==> config.mk <==
export PLATFORM = sky130hd
export DESIGN_NAME = imem_bank_prog
export DESIGN_NICKNAME = d
export VERILOG_FILES = /design/src/rtl/imem_bank_prog.sv
export SDC_FILE = /design/constraint.sdc
export NUM_CORES = 1
export LEC_CHECK = 0
export ABC_CLOCK_PERIOD_IN_PS = 13700
export CAP_MARGIN = 10
export CORE_MARGIN = 10
export CORE_UTILIZATION = 50
export CTS_CLUSTER_SIZE = 30
export DETAILED_ROUTE_END_ITERATION = 10
export MAX_ROUTING_LAYER = met4
export PLACE_DENSITY = 0.79
export SLEW_MARGIN = 20
export SYNTH_ARGS = -nofsm -noshare
export SYNTH_HDL_FRONTEND = slang
export SYNTH_SLANG_ARGS = --single-unit
==> constraint.sdc <==
create_clock -name CLOCK -period 13.7 [get_ports CLOCK]
set_clock_uncertainty 0.2 [all_clocks]
set_input_delay 4.11 -clock CLOCK [delete_from_list [all_inputs] [get_ports CLOCK]]
set_output_delay 4.11 -clock CLOCK [all_outputs]
set_load 0.01 [all_outputs]
==> src/rtl/imem_bank_prog.sv <==
// imem_bank_prog: parametrised instruction memory with boot preload, random write port and streaming programming.
// Optional even-parity storage and checking is enabled by defining IMEM_PARITY_EN.
module imem_bank_prog #(
    parameter int WIDTH = 16,
    parameter int DEPTH = 16,
    parameter int AW    = 4
) (
    input  logic                   CLOCK,
    input  logic                   RESET,
    input  logic [DEPTH*WIDTH-1:0] PRELOAD,
    input  logic [AW-1:0]          READ_SELECT,
    output logic [WIDTH-1:0]       IMEM_OUTPUT,
    input  logic                   WRITE_ENABLE,
    input  logic [AW-1:0]          WRITE_SELECT,
    input  logic [WIDTH-1:0]       IMEM_INPUT,
    input  logic                   PROG_START,
    input  logic                   PROG_VALID,
    input  logic [WIDTH-1:0]       PROG_DATA,
    output logic                   PROG_BUSY,
    output logic                   PROG_DONE,
    output logic                   LOADED,
    output logic                   READ_PARITY_ERR
);
    typedef enum logic [1:0] {BOOT, RUN, PROG} state_t;
    state_t           state_q, state_d;
    logic [AW-1:0]    ptr_q, ptr_d;
    logic             busy_q, busy_d, done_q, done_d, loaded_q, loaded_d;
    logic [WIDTH-1:0] mem_q [DEPTH];
    logic             we;
    logic [AW-1:0]    wa;
    logic [WIDTH-1:0] wd;
    logic             rd_ok;

    always_comb begin
        state_d  = state_q;
        ptr_d    = ptr_q;
        busy_d   = busy_q;
        done_d   = 1'b0;
        loaded_d = loaded_q;
        we       = 1'b0;
        wa       = WRITE_SELECT;
        wd       = IMEM_INPUT;
        case (state_q)
            BOOT: begin
                state_d  = RUN;
                loaded_d = 1'b1;
            end
            RUN: begin
                we = WRITE_ENABLE && (32'(WRITE_SELECT) < DEPTH);
                if (PROG_START) begin
                    ptr_d   = '0;
                    busy_d  = 1'b1;
                    state_d = PROG;
                end
            end
            PROG: begin
                if (PROG_VALID) begin
                    we = 1'b1;
                    wa = ptr_q;
                    wd = PROG_DATA;
                    if (ptr_q == AW'(DEPTH - 1)) begin
                        ptr_d   = '0;
                        busy_d  = 1'b0;
                        done_d  = 1'b1;
                        state_d = RUN;
                    end else begin
                        ptr_d = ptr_q + 1'b1;
                    end
                end
            end
            default: state_d = BOOT;
        endcase
    end

    always_ff @(posedge CLOCK or posedge RESET) begin
        if (RESET) begin
            state_q  <= BOOT;
            ptr_q    <= '0;
            busy_q   <= 1'b0;
            done_q   <= 1'b0;
            loaded_q <= 1'b0;
        end else begin
            state_q  <= state_d;
            ptr_q    <= ptr_d;
            busy_q   <= busy_d;
            done_q   <= done_d;
            loaded_q <= loaded_d;
        end
    end

    always_ff @(posedge CLOCK or posedge RESET) begin
        if (RESET) begin
            for (int i = 0; i < DEPTH; i++) mem_q[i] <= '0;
        end else if (state_q == BOOT) begin
            for (int i = 0; i < DEPTH; i++) mem_q[i] <= PRELOAD[i*WIDTH +: WIDTH];
        end else if (we) begin
            mem_q[wa] <= wd;
        end
    end

    assign rd_ok       = 32'(READ_SELECT) < DEPTH;
    assign IMEM_OUTPUT = rd_ok ? mem_q[READ_SELECT] : '0;
    assign PROG_BUSY   = busy_q;
    assign PROG_DONE   = done_q;
    assign LOADED      = loaded_q;

`ifdef IMEM_PARITY_EN
    // Stored bit makes each entry even parity; a nonzero XOR over data+parity flags corruption.
    logic par_q [DEPTH];
    always_ff @(posedge CLOCK or posedge RESET) begin
        if (RESET) begin
            for (int i = 0; i < DEPTH; i++) par_q[i] <= 1'b0;
        end else if (state_q == BOOT) begin
            for (int i = 0; i < DEPTH; i++) par_q[i] <= ^PRELOAD[i*WIDTH +: WIDTH];
        end else if (we) begin
            par_q[wa] <= ^wd;
        end
    end
    assign READ_PARITY_ERR = rd_ok ? ((^mem_q[READ_SELECT]) ^ par_q[READ_SELECT]) : 1'b0;
`else
    assign READ_PARITY_ERR = 1'b0;
`endif
endmodule

==> flow_summary.toml <==
[run_status]
status = "finished, final reports clean"

[worst_setup_path]
path_cells = "buf_4, buf_4, mux4_2, a22oi_1, nand2_1, clkdlybuf4s50_1"
path_max_fanout = 42
cp-start-kind = "primary input"
max_stage_delay_ns = 0.57
path_common_cell = "buf_4"
crit_slowest_cell = "buf_4"
cp.required_ns = 9.39
cp-end-kind = "output pin"
path_class = "in2out"
crit_arrival_ns = 6.72

[synth]
yosys_warnings = 0
syn_area_per_cell_sq_um = 12.5
yosys-top-cells-count = "dfrtp_1 (265), a221o_1 (257), and2_1 (257), mux4_2 (64), nand2_1 (57)"
synthTopCellsByArea = "dfrtp_1 (46%), a221o_1 (18%), and2_1 (11%), mux4_2 (9.9%), a31oi_4 (2.2%)"
ys_async_sr_fraction_pct = 100
postSynthNetCount = 1469
synth_flop_cell = "dfrtp_1"
yosysTopAreaCellShare_pct = 45.5
ys_types = 46
ys_seq_area_share_pct = 45.5
synth.most_common_cell = "dfrtp_1"
synth_area_sq_mm = 0.0146
yosysTopAreaCell = "dfrtp_1"
synth_seq_cells = 265
synth_edf_count = 0
netlist_instances = 1162

[placed_design]
dp_hpwl_um = 44200
port_buffers = 319
pre_cts_ws_ns = 2.64
gp_congestion = 1.03

[clock_network]
postCtsSetupBuffers = 0
cts_buffers = 27
htree_num_levels = 1
root_buffer = "clkbuf_16"
clkLatencyLatePin_ns = 0.54
holdBufCountCts = 0
cts_tree = "yes"
cts.sinks = 265
clk_pin_slew_ns = 0.06
cts_buffer_depth = 3
cts_resized = 0

[timing]
drv_slew = 0
rsz0062_at_grt = "false"
worst_slack_ns = 2.67
period_share_pct = 80.5
fin_tns_setup_ns = 0
fmax_mhz = 90.7
hold_slack_ns = 0.286
min_period_ns = 11.03
tightest_slew_ns = 1.21
setup_violations = 0
hold_viol_final = 0
max_slew_margin_pct = 19.4

[cells_and_area]
nFillCells = 2172
multi_input_area_sq_mm = 0.00726
drive_above_1_share_pct = 13.0
utilization_pct = 64.8
syn_to_final_growth_pct = 27.7
layout.nets = 1719
area.sequential_sq_mm = 0.00663

[pwr]
p_total_w = 0.00404
p_leak_nw = 7.54
vdd_drop_max_v = 0.000217
cellPowerDensity_mw_per_mm2 = 217

[routing]
drcViolationCount = 0
vias = 12400
dr.pass1.iters = 6
wl_per_cell_um = 32.1
wirelength_um = 58400
antenna_left = 0
drt_iter0_drc = 1748
vias_per_cell = 6.83

[global_route]
antenna_found_initial = 3
grt_pass1_wl_um = 84800
overflow = 0
grt_pass1_vias = 12500
grt_max_degree = 141
gr-usage-all-layers_pct = 32.2

[floorplan]
rows = 62
fp.dieArea_sq_mm = 0.0363
dieWidth_um = 191
ioPinCount = 321
core_sq_mm = 0.0287
initial_core_util_pct = 50.7
die_h_um = 191

[min_path]
hold_class = "reg2reg"

[job]
maxCapViolCount = 0
-- state kept, by name, indices dropped and copies added, names as in the netlist --
| name | cells |
|---|---|
| mem_q | 256 |
| ptr_q | 4 |
| state_q | 2 |
| LOADED | 1 |
| PROG_BUSY | 1 |
| PROG_DONE | 1 |
-- layout make-up --
class	instances	share of cell area (%)
repair buffers	332	17.7
flip-flops and latches	265	35.6
multi-input cells	779	39.1
well taps	384	2.58
clock buffers	41	4.13
clock inverters	9	0.679
diodes	4	0.0538
inverters	7	0.182
-- report_power, final --
group	internal, W	switching (W)
Sequential	0.00117	0.000433
Clock	0.000443	0.000317
Combinational	0.000843	0.000842
Total	0.00245	0.00159
-- worst max-delay path: cells and delay by family --
| kind | cells | cell delay, ns |
|---|---|---|
| buffers and inverters | 3 | 1.59 |
| AO/OA/AOI/OAI | 1 | 0.24 |
| multiplexers | 1 | 0.57 |
| AND/OR/NAND/NOR | 1 | 0.16 |
-- through the flow --
| step | cells | cell area, sq um |
|---|---|---|
| 2_1_floorplan | 1162 | 14600 |
| 3_3_place_gp | 1767 | 17700 |
| 3_5_place_dp | 1767 | 17700 |
| 4_1_cts | 1817 | 18600 |
| 5_1_grt | 1820 | 18600 |
| 6_report | 1821 | 18600 |
-- per-layer routing --
| metal | share of wire [%] | GRT usage (%) | vias to the layer above |
|---|---|---|---|
| met2 | 46 | 48.3 | 902 |
| met5 | 0 | - | - |
| li1 | - | - | 5084 |
| met1 | 38 | 41.0 | 6286 |
| met3 | 9.3 | 6.00 | 163 |
| met4 | 6.3 | 16.6 | 0 |
-- placed cells by master, fill, tap and decap left out, drive strengths merged, types with 2 or more instances in the layout --
cell type / count
a211oi: 2
a21o: 2
a21oi: 20
a221o: 257
a22oi: 32
a31oi: 15
and2: 259
and4bb: 2
buf: 15
bufinv: 3
clkbuf: 41
clkdlybuf4s50: 317
clkinv: 4
dfrtp: 265
diode: 4
ha: 6
inv: 8
mux4: 64
nand2: 57
nand2b: 4
nand3: 2
nand4: 2
nand4b: 4
nor2: 21
nor2b: 2
o21a: 6
o21ai: 10
or2: 4
-- path summary, 6_finish.rpt --
kind,start,end,slack (ns),cells after the start
max reg2reg,state_q[0]$_DFFE_PP0P_,mem_q[99]$_DFFE_PP0P_,10.02,6
min reg2reg,LOADED$_DFFE_PP0P_,LOADED$_DFFE_PP0P_,0.29,1
min in group asynchronous,RESET,mem_q[113]$_DFFE_PP0P_,3.90,2
max in group asynchronous,RESET,mem_q[16]$_DFFE_PP0P_,6.94,4
max,READ_SELECT[0],IMEM_OUTPUT[13],2.67,6
min,LOADED$_DFFE_PP0P_,LOADED$_DFFE_PP0P_,0.29,1
-- cell families after synthesis --
family                     after synthesis  share of synthesized area (%)
AOI/OAI and AO/OA                      348                           24.5
adders and majority gates                6                          0.516
buffers and inverters                  118                           4.81
DFF                                    265                           45.5
muxes                                   64                           9.90
other                                    1                         0.0258
and+or+nand+nor                        360                           14.7
Power figures use the tool's default switching activity.
